File: src/rtl/bus_unpack_pkg.sv
// Shared types and helpers for the bus unpack serializer.
package bus_unpack_pkg;

   typedef enum logic {
      IDLE  = 1'b0,
      SHIFT = 1'b1
   } state_e;

   // A WIDTH of 2 still needs one counter bit.
   function automatic int cnt_width(input int width);
      return (width <= 2) ? 1 : $clog2(width);
   endfunction

endpackage

File: src/rtl/bus_unpack_bitcnt.sv
// Bit-position counter for one word: clears on a new word, saturates at WIDTH-1.
module bus_unpack_bitcnt
   import bus_unpack_pkg::*;
#(
   parameter int WIDTH = 2
) (
   input  logic clk,
   input  logic rst_n,
   input  logic clear,
   input  logic incr,
   output logic is_last
);

   localparam int            CW   = cnt_width(WIDTH);
   localparam logic [CW-1:0] LAST = CW'(WIDTH - 1);

   logic [CW-1:0] cnt_q, cnt_d;

   always_comb begin
      cnt_d = cnt_q;
      if (clear)
         cnt_d = '0;
      else if (incr && (cnt_q != LAST))
         cnt_d = cnt_q + 1'b1;
   end

   always_ff @(posedge clk or negedge rst_n) begin
      if (!rst_n)
         cnt_q <= '0;
      else
         cnt_q <= cnt_d;
   end

   assign is_last = (cnt_q == LAST);

endmodule

File: src/rtl/bus_unpack_serializer.sv
// Unpacks a WIDTH-bit word into a ready/valid bit stream, MSB- or LSB-first,
// with zero-bubble back-to-back word acceptance on the last bit beat.
module bus_unpack_serializer
   import bus_unpack_pkg::*;
#(
   parameter int WIDTH     = 2,
   parameter bit MSB_FIRST = 1'b1
) (
   input  logic             clk,
   input  logic             rst_n,
   input  logic [WIDTH-1:0] source_bus,
   input  logic             source_valid,
   output logic             source_ready,
   output logic             scalar_out,
   output logic             scalar_valid,
   input  logic             scalar_ready,
   output logic             scalar_last,
   output logic             busy
);

   localparam int OUT_BIT = MSB_FIRST ? WIDTH - 1 : 0;

   state_e           state_q, state_d;
   logic [WIDTH-1:0] shreg_q, shreg_d;
   logic             is_last;
   logic             bit_beat;
   logic             word_hs;

   assign busy         = (state_q == SHIFT);
   assign scalar_valid = busy;
   assign scalar_last  = busy && is_last;
   assign scalar_out   = shreg_q[OUT_BIT];
   assign source_ready = !busy || (is_last && scalar_ready);
   assign bit_beat     = busy && scalar_ready;
   assign word_hs      = source_valid && source_ready;

   always_comb begin
      state_d = state_q;
      shreg_d = shreg_q;
      if (word_hs) begin
         state_d = SHIFT;
         shreg_d = source_bus;
      end else if (bit_beat) begin
         shreg_d = MSB_FIRST ? (shreg_q << 1) : (shreg_q >> 1);
         if (is_last)
            state_d = IDLE;
      end
   end

   always_ff @(posedge clk or negedge rst_n) begin
      if (!rst_n) begin
         state_q <= IDLE;
         shreg_q <= '0;
      end else begin
         state_q <= state_d;
         shreg_q <= shreg_d;
      end
   end

   // Finishing a word also returns the counter to 0 so IDLE never reports last.
   bus_unpack_bitcnt #(.WIDTH(WIDTH)) u_bitcnt (
      .clk     (clk),
      .rst_n   (rst_n),
      .clear   (word_hs || (bit_beat && is_last)),
      .incr    (bit_beat),
      .is_last (is_last)
   );

endmodule

File: config.mk
export PLATFORM = sky130hd
export DESIGN_NAME = bus_unpack_serializer
export DESIGN_NICKNAME = d
export VERILOG_FILES = /design/src/rtl/bus_unpack_pkg.sv /design/src/rtl/bus_unpack_bitcnt.sv /design/src/rtl/bus_unpack_serializer.sv
export SDC_FILE = /design/constraint.sdc
export NUM_CORES = 1
export LEC_CHECK = 0
export ABC_CLOCK_PERIOD_IN_PS = 1060
export CAP_MARGIN = 10
export CORE_AREA = 2 2 39 41
export DETAILED_ROUTE_END_ITERATION = 6
export DIE_AREA = 0 0 41 43
export PLACE_DENSITY = 0.42
export SLEW_MARGIN = 10
export SYNTH_ARGS = -nofsm -noshare
export SYNTH_HDL_FRONTEND = slang
export SYNTH_SLANG_ARGS = --single-unit
File: constraint.sdc
create_clock -name clk -period 1.06 [get_ports clk]
set_input_delay 0.106 -clock clk [delete_from_list [all_inputs] [get_ports clk]]
set_output_delay 0.106 -clock clk [all_outputs]
set_load 0.01 [all_outputs]
==> Word level (Yosys, flattened, before mapping) <==
Index checks and enable logic that the tools add are counted.
{ "op_classes": {"n_mux": 7, "n_addsub": 1, "n_bitwise": 1, "n_reduce_logical": 13} }
{ "op_table": {"columns": ["cell", "n"], "rows": [
  ["logical AND 1 bit", 6],
  ["nonzero test 2 bit", 3],
  ["2-to-1 mux 1 bit", 5],
  ["2-to-1 mux 2 bit", 2],
  ["logical OR 1 bit", 2],
  ["AND reduction 2 bit", 1],
  ["adder 1 bit (second input constant)", 1],
  ["zero test 1 bit", 1],
  ["inverter 1 bit", 1]
]} }
{ "word_totals": {"ff_bits": 4, "input_bits": 6, "out_inout_bits": 5, "word_cells": 25} }

==> Depth between registers and ports, before layout <==
Gate-level depths: netlist of run 1.
{ "depth": {"ltp_word": 5, "depth_mapped": 3, "depth_no_buf": 3} }

==> By module <==
Synthesis of run 1 repeated with hierarchy kept, for this count alone.
{ "unflattened": {"hier_cells": 17, "area_unflattened_um2": 212.7} }
{ "modules_own_cells": {"columns": ["module", "seq_area_each_um2", "cells_each", "area_each_um2", "instances"], "rows": [
  ["bus_unpack_serializer", 75.1, 15, 177.7, 1],
  ["bus_unpack_bitcnt", 25.0, 2, 35.0, 1]
]} }

==> Worst setup path before layout of run 1 <==
OpenSTA, ideal clock, no wires.
{ "synth_timing": {"path_kind": "register to register", "start": "reg state_q, in the netlist busy", "end": "reg shreg_q[1]", "period_less_slack_ps": 1148, "path_stages_with_launch": 4, "setup_ps": 87, "path_slack_ps": -88, "required_time_ps": 973, "path_buffers": 0, "arrival_time_ps": 1062, "path_cell_list": "dfrtp_1 a21bo_4 nor3b_1 a211oi_2"} }
{ "synth_between": {"elab_chain_len": 4, "elab_cells_between_ends": 6, "cone_classes": "mux (1); reduce/logical (5)"} }
{ "synth_lines": {"columns": ["item", "line_no", "text"], "rows": [
  ["from (decl)", "bus_unpack_serializer.sv:23", "state_e state_q, state_d;"],
  ["from (signal assigned)", "bus_unpack_serializer.sv:55", "state_q <= state_d;"],
  ["zero test 1 bit *", "bus_unpack_serializer.sv:33", "assign source_ready = !busy || (is_last && scalar_ready);"],
  ["logical OR 1 bit *", "bus_unpack_serializer.sv:33", null],
  ["via source_ready", "bus_unpack_serializer.sv:13", "output logic source_ready,"],
  ["logical AND 1 bit *", "bus_unpack_serializer.sv:35", "assign word_hs = source_valid && source_ready;"],
  ["2-to-1 mux 2 bit or nonzero test 2 bit (tied branches)", null, null],
  ["to (signal assigned)", "bus_unpack_serializer.sv:56", "shreg_q <= shreg_d;"],
  ["to (decl)", "bus_unpack_serializer.sv:24", "logic [WIDTH-1:0] shreg_q, shreg_d;"]
]} }
The timed path passes the listed nets; every way through them passes the cells marked *.
A chain may end at the register's enable or synchronous reset.

==> Final worst setup path of run 1 <==
{ "layout_timing": {"start": "reg state_q, in the netlist busy", "end": "reg shreg_q[0]"} }
{ "layout_between": {"elab_chain_len": 4, "elab_cells_between_ends": 6, "cone_classes": "mux (1); reduce/logical (5)"} }
{ "layout_lines": {"columns": ["item", "line_no"], "rows": [
  ["zero test 1 bit", "bus_unpack_serializer.sv:33"],
  ["logical OR 1 bit", "bus_unpack_serializer.sv:33"],
  ["logical AND 1 bit", "bus_unpack_serializer.sv:35"],
  ["2-to-1 mux 2 bit or nonzero test 2 bit (tied branches)", null]
]} }
Parallel ways exist; a longest one is shown, timed or not.

==> results of run 1 <==
-- cells in the mapped netlist --
| library cell | number | area, um2 |
|---|---|---|
| a21bo_4 | 1 | 16.3 |
| a32o_1 | 1 | 10.0 |
| xor2_1 | 1 | 8.76 |
| or2b_1 | 1 | 7.51 |
| nor2_1 | 1 | 3.75 |
| dfrtp_1 | 4 | 100 |
| o22ai_1 | 1 | 6.26 |
| and2_2 | 1 | 7.51 |
| o21ai_0 | 1 | 5.00 |
| o32ai_1 | 1 | 8.76 |
| nor3b_1 | 1 | 7.51 |
| buf_4 | 1 | 7.51 |
| inv_1 | 1 | 3.75 |
| nand2_1 | 2 | 7.51 |
| a211oi_2 | 1 | 12.5 |
| a22o_2 | 1 | 10.0 |
-- registers in the layout, summed over array words and instances, names as in the netlist --
| register | flops |
|---|---|
| shreg_q | 2 |
| busy | 1 |
| u_bitcnt.is_last | 1 |
-- worst max path at each step --
stage | from | endpoint | slack (ps) | cells after the start
after detailed placement | scalar_ready | source_ready | -300 | 3
final | busy | shreg_q[0] | -100 | 4
after floorplan | busy | shreg_q[0] | 10 | 2
after CTS | busy | shreg_q[0] | -110 | 4
after global routing | busy | shreg_q[1] | -150 | 4
after global placement | scalar_ready | source_ready | -290 | 3
-- routing by layer --
layer	vias to the layer above	global-route usage, %
met2	15	13.8
li1	119	-
met3	0	5.24
met4	0	4.00
met5	-	0
met1	112	9.48
-- final cells by class --
cell class	instances	share of cell area, %
Tap cell	16	4.36
Multi-Input combinational cell	14	28.6
Timing Repair Buffer	19	38.4
Clock buffer	4	5.72
Inverter	1	0.817
Sequential cell	4	22.1
-- stage by stage --
step	std cells	instance area [um2]	setup TNS [ps]	setup WS, ps	utilization, %
after global routing	58	459	-832	-148	33.2
after floorplan	20	229	0	9.54	-
after CTS	56	422	-430	-106	30.5
after global placement	51	387	-1160	-290	27.9
after detailed placement	51	387	-1200	-303	27.9
final	58	459	-536	-97.4	33.2
-- power by group --
| part | internal [mW] | switching, mW |
|---|---|---|
| Clock | 0.142 | 0.0677 |
| Combinational | 0.427 | 0.222 |
| Sequential | 0.211 | 0.0531 |
-- cells by family (layout without fill, tap and decap cells) --
family / count (synthesis) / after routing
AND/OR/NAND/NOR: 6 / 6
flip-flops: 4 / 4
buffers and inverters: 2 / 24
AO/OA/AOI/OAI: 7 / 7
XOR/XNOR: 1 / 1
-- repair_timing --
action,CTS,global route
endpoints found under the setup margin,8,8
endpoints found under the hold margin,0,0
gates resized for setup,23,4
setup buffers,1,2
-- critical path, cell delays in order (launching register included) --
cell     delay (ps)
dfrtp_2         430
buf_4           150
or2b_1          180
o21ai_1          70
a32o_1          200
==> impl_metrics.yaml, run 1 <==
sta:
  rsz0062_at_grt: "yes"
  min_period_over_period_pct: 109
  worst_slew_pin_slew_ps: 220
  fin_crit_ps: 1160
  whs_ps: 73.9
  slew_headroom_pct: 85.4
  max_freq_ghz: 0.864
  report.final.hold_viol_count: 0
  setup_viol: 7
  setup_slack_ps: -97.4
  final_max_slew_viol_count: 0
  skew_ps: 8.70
clocking:
  clock_path_buffers: 2
  cts_tree: "built"
  htreeDepth: 1
  cts_root_buffer: "clkbuf_4"
  clk-insertion-delay-late_ps: 240
  cts_sinks: 4
  hold_buffers: 0
  clk_pin_slew_worst_paths_ps: 40
  numCtsBuffers: 3
synthesis:
  synth_cell_types: 16
  synth_fa_ha_area_share_pct: 0
  ys_seq_area_share_pct: 44.9
  synth-compound-area-share_pct: 30.9
  synth_top_family_by_area: "compound AO/OA/AOI/OAI gates"
  synthSimpleGateAreaFrac_pct: 15.2
  synthMuxAreaShare_pct: 0
  syn-instance-count: 20
  synth_nets: 26
  synth.cell_area_um2: 223
  synth_seq_cells: 4
  syn_avg_cell_area_um2: 11.1
  synthXorXnorAreaFrac_pct: 3.93
  ys.warnings.count: 0
drt:
  drt-vias-per-instance: 4.24
  first_pass_iters: 4
  top_layer_used: "met3"
  vias: 246
  dr.first_iter.drc_count: 1
  wire_per_inst_um: 11.3
  drc_errors: 0
  dr_wl_met2_um: 291
  met1_length_um: 271
  wl_met3_um: 95
  wl_um: 657
  ant_nets: 0
global_routing:
  grt_pass1_vias: 256
  grt_max_degree: 6
  grt_remaining_overflow: 0
  grt_pass1_wl_um: 1010
  antenna_found_initial: 0
  track_usage_pct: 8.98
final_layout:
  layout.area.seq_um2: 101
  syn_to_final_growth_pct: 106
  multiInputGateArea_um2: 131
  n_antenna_cell: 0
  nets: 49
  drive_above_1_share_pct: 54.8
  fillers: 152
  most-common-layout-cells: "6 x buf_6, 6 x buf_4, 5 x clkdlybuf4s50_1"
worst_setup_path:
  arrival_ps: 1270
  path_class: "reg2reg"
  reg2reg_setup_slack_ps: -100
  endpoint_kind: "flip-flop"
  reg2reg_to: "shreg_q[0]"
  reg2reg_from: "busy"
  critPathMaxFanout: 5
  worstRegToRegCells: 4
  cp-start-kind: "flip-flop"
  required_ps: 1170
job:
  maxCapViolations: 0
pwr:
  p_leak_nw: 0.211
  p_per_area_nw_per_um2: 2440
  finalPower_mw: 1.12
  ir_drop_uv: 830
hold_path:
  hp-class: "in2async"
floorplan:
  dieWidth_um: 41
  start_util_pct: 16.1
  io_pins: 11
  die_h_um: 43
  num_rows: 14
  die_area_um2: 1760
  core-area_um2: 1380
outcome:
  status: "finished, violations left"
  violations: "negative setup slack"
placed_design:
  routabilityCongestion: 0.694
  dp_hpwl_um: 458
  numPortBuffers: 10
(Power assumes the default switching activity.)
==> run 2, diff against run 1 <==
--- a/config.mk
+++ b/config.mk
@@ -10,8 +10,9 @@
 export CORE_AREA = 2 2 39 41
 export DETAILED_ROUTE_END_ITERATION = 6
 export DIE_AREA = 0 0 41 43
-export PLACE_DENSITY = 0.42
+export PLACE_DENSITY = 0.41
 export SLEW_MARGIN = 10
 export SYNTH_ARGS = -nofsm -noshare
 export SYNTH_HDL_FRONTEND = slang
+export SYNTH_HIERARCHICAL = 1
 export SYNTH_SLANG_ARGS = --single-unit
==> impl_metrics.yaml, run 2 <==
clocking:
  numCtsBuffers: 3
  clock_path_buffers: 2
  cts_tree: "built"
  cts_sinks: 4
  htreeDepth: 1
  clk-insertion-delay-late_ps: 240
  cts_root_buffer: "clkbuf_4"
  clk_pin_slew_worst_paths_ps: 40
worst_setup_path:
  critPathMaxFanout: 5
  path_class: "reg2reg"
  required_ps: 1170
  arrival_ps: 1290
  endpoint_kind: "flip-flop"
  cp-start-kind: "flip-flop"
synthesis:
  synth-edff-count: 0
  synthTopCellsByArea: "dfrtp_1 47%, mux2_4 14%, and3_4 5.3%"
  synth_cell_types: 13
  ys.warnings.count: 6
  synth_seq_cells: 4
  synth_top_flop_cell: "dfrtp_1"
  synth_area_leader_cell: "dfrtp_1"
  syn_avg_cell_area_um2: 12.5
  ys_seq_area_share_pct: 47.1
  synth_common_cells: "4 x dfrtp_1, 2 x mux2_4"
  yosys.area.top_type_share_pct: 47.1
  syn-instance-count: 17
  yosysMostFrequentCell: "dfrtp_1"
  synth.cell_area_um2: 213
  synth_nets: 23
  synth-async-reset-ratio_pct: 100
floorplan:
  num_rows: 14
  die_h_um: 43
  die_area_um2: 1760
  io_pins: 11
  start_util_pct: 15.4
  dieWidth_um: 41
  core-area_um2: 1380
sta:
  setup_slack_ps: -119
  max_freq_ghz: 0.848
  whs_ps: 75.1
  rsz0062_at_grt: "yes"
  worst_slew_pin_slew_ps: 193
  report.final.hold_viol_count: 0
  slew_headroom_pct: 87.1
  min_period_over_period_pct: 111
  skew_ps: 4.96
  final_max_slew_viol_count: 0
  fin_crit_ps: 1180
  setup_viol: 5
final_layout:
  nets: 41
  drive_above_1_share_pct: 55.9
  n_antenna_cell: 0
  fillers: 144
  layout.area.seq_um2: 101
  final_area_um2: 393
  syn_to_final_growth_pct: 84.7
  most-common-layout-cells: "5 x clkdlybuf4s50_1, 4 x buf_6, 3 x clkbuf_4, 3 x buf_4, 3 x dfrtp_1"
  largest_reg_flops: 2
  top_register: "shreg_q"
  multiInputGateArea_um2: 110
  layout_commonest_cell: "clkdlybuf4s50_1"
  instances_no_fill: 50
placed_design:
  routabilityCongestion: 0.630
  post-place-cells: 45
  place_area_um2: 355
  numPortBuffers: 10
  dp_hpwl_um: 363
drt:
  wire_per_inst_um: 9.76
  ant_nets: 0
  wl_um: 488
  drt-vias-per-instance: 3.68
  dr.first_iter.drc_count: 0
  vias: 184
  drc_errors: 0
  first_pass_iters: 1
hold_path:
  hp-class: "in2async"
outcome:
  status: "finished, violations left"
  violations: "negative setup slack"
global_routing:
  grt_pass1_wl_um: 807
  grt_remaining_overflow: 0
  grt_max_degree: 6
  track_usage_pct: 7.26
  grt_pass1_vias: 221
  antenna_found_initial: 0
pwr:
  ir_drop_uv: 889
  p_per_area_nw_per_um2: 2360
  p_leak_nw: 0.188
job:
  maxCapViolations: 0
[run 2: cells by family after synthesis]
family,count (synthesis),synth area share [%]
AO/OA/AOI/OAI,4,17.1
buffers and inverters,2,5.29
flip-flops,4,47.1
multiplexers,2,14.1
AND/OR/NAND/NOR,5,16.5
[run 2: layout make-up]
| class | count | share of cell area, % |
|---|---|---|
| well taps | 16 | 5.10 |
| repair buffers | 14 | 33.4 |
| inverters | 1 | 0.955 |
| clock buffers | 4 | 6.69 |
| multi-input cells | 11 | 28.0 |
| flip-flops and latches | 4 | 25.8 |
[run 2: worst paths after layout]
path | start | to | slack [ps] | depth (start not counted)
max | busy | shreg_q[1] | -120 | 3
min | rst_n | u_bitcnt/is_last | 80 | 1
max reg2reg | busy | shreg_q[1] | -120 | 3
min reg2reg | shreg_q[0] | shreg_q[0] | 510 | 1
max in group asynchronous | rst_n | busy | 800 | 1
min in group clk | source_bus[1] | shreg_q[1] | 490 | 2
[run 2: critical path: stages (launching register included)]
cell and delay, ps:
dfrtp_2 430, nand2_2 80, mux2_4 300, mux2_4 250
[run 2: what timing repair did]
action	in CTS	in global routing
pin swaps	1	0
setup buffers	0	1
setup endpoints to repair	8	7
resized for setup	19	3
hold buffers	0	0
[run 2: per-stage QoR]
stage | setup WS [ps] | utilization, % | power [mW] | setup TNS [ps]
6_report | -119 | 28.4 | 0.928 | -287
5_1_grt | -169 | 28.4 | 1.00 | -538
3_5_place_dp | -354 | 25.7 | 0.692 | -1330
2_1_floorplan | -120 | - | 0.476 | -153
3_3_place_gp | -370 | 25.7 | 0.691 | -1350
4_1_cts | -122 | 26.8 | 0.889 | -314
[run 2: power breakdown]
| group | internal [mW] | leakage (nW) | switching [mW] |
|---|---|---|---|
| combinational | 0.309 | 0.125 | 0.159 |
| sequential | 0.210 | 0.0472 | 0.0432 |
| clock | 0.141 | 0.0150 | 0.0655 |
| total | 0.660 | 0.188 | 0.268 |
[run 2: layer usage]
metal	routed length [um]	global-route usage (%)
met1	209	6.84
met2	238	10.0
met3	41	3.66
met4	0	8.00
met5	0	0
==> run 3, diff against run 2 <==
--- a/config.mk
+++ b/config.mk
@@ -5,12 +5,12 @@
 export SDC_FILE = /design/constraint.sdc
 export NUM_CORES = 1
 export LEC_CHECK = 0
-export ABC_CLOCK_PERIOD_IN_PS = 1060
+export ABC_CLOCK_PERIOD_IN_PS = 1050
 export CAP_MARGIN = 10
 export CORE_AREA = 2 2 39 41
 export DETAILED_ROUTE_END_ITERATION = 6
 export DIE_AREA = 0 0 41 43
-export PLACE_DENSITY = 0.41
+export PLACE_DENSITY = 0.46
 export SLEW_MARGIN = 10
 export SYNTH_ARGS = -nofsm -noshare
 export SYNTH_HDL_FRONTEND = slang
==> constraint.sdc (replaced) <==
create_clock -name clk -period 1.05 [get_ports clk]
set_input_delay 0.105 -clock clk [delete_from_list [all_inputs] [get_ports clk]]
set_output_delay 0.105 -clock clk [all_outputs]
set_load 0.01 [all_outputs]
==> impl_metrics.yaml, run 3 (synthesis gave the netlist of run 2 again) <==
outcome:
  status: "finished, violations left"
  violations: "negative setup slack"
global_routing:
  grt_max_degree: 5
  track_usage_pct: 9.18
  grt_pass1_vias: 211
  grt_remaining_overflow: 0
  grt_pass1_wl_um: 924
  antenna_found_initial: 0
pwr:
  p_int_mw: 0.780
  ir_drop_uv: 972
  seqPwrFrac_pct: 23.1
  netSwitchingFraction_pct: 28.7
  combPwrFrac_pct: 56.4
  pwr-share-clk_pct: 20.5
  p_per_area_nw_per_um2: 2370
  switching_power_mw: 0.314
  p_leak_nw: 0.226
floorplan:
  core-area_um2: 1380
  die_h_um: 43
  dieWidth_um: 41
  die_area_um2: 1760
  start_util_pct: 15.4
  num_rows: 14
  io_pins: 11
clocking:
  cts_root_buffer: "clkbuf_4"
  clk-insertion-delay-late_ps: 250
  numCtsBuffers: 3
  htreeDepth: 1
  clock_path_buffers: 2
  cts_sinks: 4
  clk_pin_slew_worst_paths_ps: 50
  cts_tree: "built"
placed_design:
  place_area_um2: 348
  routabilityCongestion: 0.578
  place_ws_ps: -373
  numPortBuffers: 10
  post-place-cells: 44
drt:
  drt-vias-per-instance: 3.86
  wire_per_inst_um: 11.1
  ant_nets: 0
  drc_errors: 0
  vias: 216
  first_pass_iters: 2
  wl_um: 623
  dr.first_iter.drc_count: 1
final_layout:
  layout_commonest_cell: "buf_6"
  multiInputGateArea_um2: 113
  layout.area.seq_um2: 101
  top_register: "shreg_q"
  largest_reg_flops: 2
  nets: 47
  instances_no_fill: 56
  n_antenna_cell: 0
  syn_to_final_growth_pct: 117
  most-common-layout-cells: "9 x buf_6, 5 x clkdlybuf4s50_1, 5 x buf_4"
  final_area_um2: 462
  drive_above_1_share_pct: 60.0
  fillers: 144
worst_setup_path:
  crit_path_frequent_cell: "mux2_4"
  path_class: "reg2reg"
  slowest_delay_ps: 430
  critPathMaxFanout: 4
  required_ps: 1170
  cp-start-kind: "flip-flop"
  cp_slowest_cell: "dfrtp_2"
  path_cells: "buf_6 -> nand2_4 -> mux2_4 -> mux2_4"
  arrival_ps: 1410
  endpoint_kind: "flip-flop"
hold_path:
  hp-class: "in2async"
sta:
  skew_ps: 13.9
  worst_slew_pin_slew_ps: 205
  slew_headroom_pct: 86.3
  rsz0062_at_grt: "yes"
  setup_viol: 7
  report.final.hold_viol_count: 0
  setup_slack_ps: -243
  min_period_over_period_pct: 123
  final_max_slew_viol_count: 0
  max_freq_ghz: 0.774
  setup-tns-final_ps: -1080
  fin_crit_ps: 1290
job:
  maxCapViolations: 0
[run 3: metrics by stage]
| stage | util [%] | power, mW | hold slack [ps] |
|---|---|---|---|
| 3_5_place_dp | 25.1 | 0.693 | 332 |
| 2_1_floorplan | - | 0.480 | -191 |
| 3_3_place_gp | 25.1 | 0.679 | 323 |
| 6_report | 33.4 | 1.09 | 60.9 |
| 5_1_grt | 33.4 | 1.17 | 66.4 |
| 4_1_cts | 32.5 | 1.09 | 60.5 |
[run 3: layer usage]
layer	vias to the layer above	routed length [um]	track usage (%)
met2	14	276	11.6
met5	-	0	0
met4	0	20	6.00
met3	4	87	9.42
met1	94	239	8.82
li1	104	-	-
[run 3: worst max-delay path, delay by kind of cell, from the launching register on]
family	cells	cell delay [ps]
mux	2	550
flops	1	430
buf+inv	1	130
simple gates	1	60
[run 3: what timing repair did]
item | in CTS | in global routing
endpoints found under the setup margin | 8 | 7
hold buffers | 0 | 0
gates cloned | 0 | 0
gates resized for setup | 26 | 1
setup buffers | 7 | 1
[run 3: power groups by stage]
| stage | combinational [mW] | sequential [mW] | clock [mW] |
|---|---|---|---|
| 6_report | 0.617 | 0.252 | 0.224 |
| 5_1_grt | 0.660 | 0.257 | 0.249 |
| 4_1_cts | 0.601 | 0.253 | 0.234 |
| 3_5_place_dp | 0.432 | 0.261 | 0 |
| 3_3_place_gp | 0.423 | 0.256 | 0 |
| 2_1_floorplan | 0.216 | 0.265 | 0 |
[run 3: worst paths after layout]
check,startpoint,end,slack (ps),depth (start not counted)
worst max-delay path,busy,shreg_q[1],-240,4
worst min-delay path,rst_n,u_bitcnt/is_last,60,1
worst max register to register,busy,shreg_q[1],-240,4
worst min register to register,shreg_q[0],shreg_q[0],500,1
max in group asynchronous,rst_n,shreg_q[0],800,1
min in group clk,source_bus[1],shreg_q[1],480,2
[run 3: final cells by class]
class / count / area share, %
Multi-Input combinational cell: 11 / 24.4
Inverter: 1 / 0.813
Tap cell: 16 / 4.34
Sequential cell: 4 / 22.0
Clock buffer: 4 / 5.69
Timing Repair Buffer: 20 / 42.8
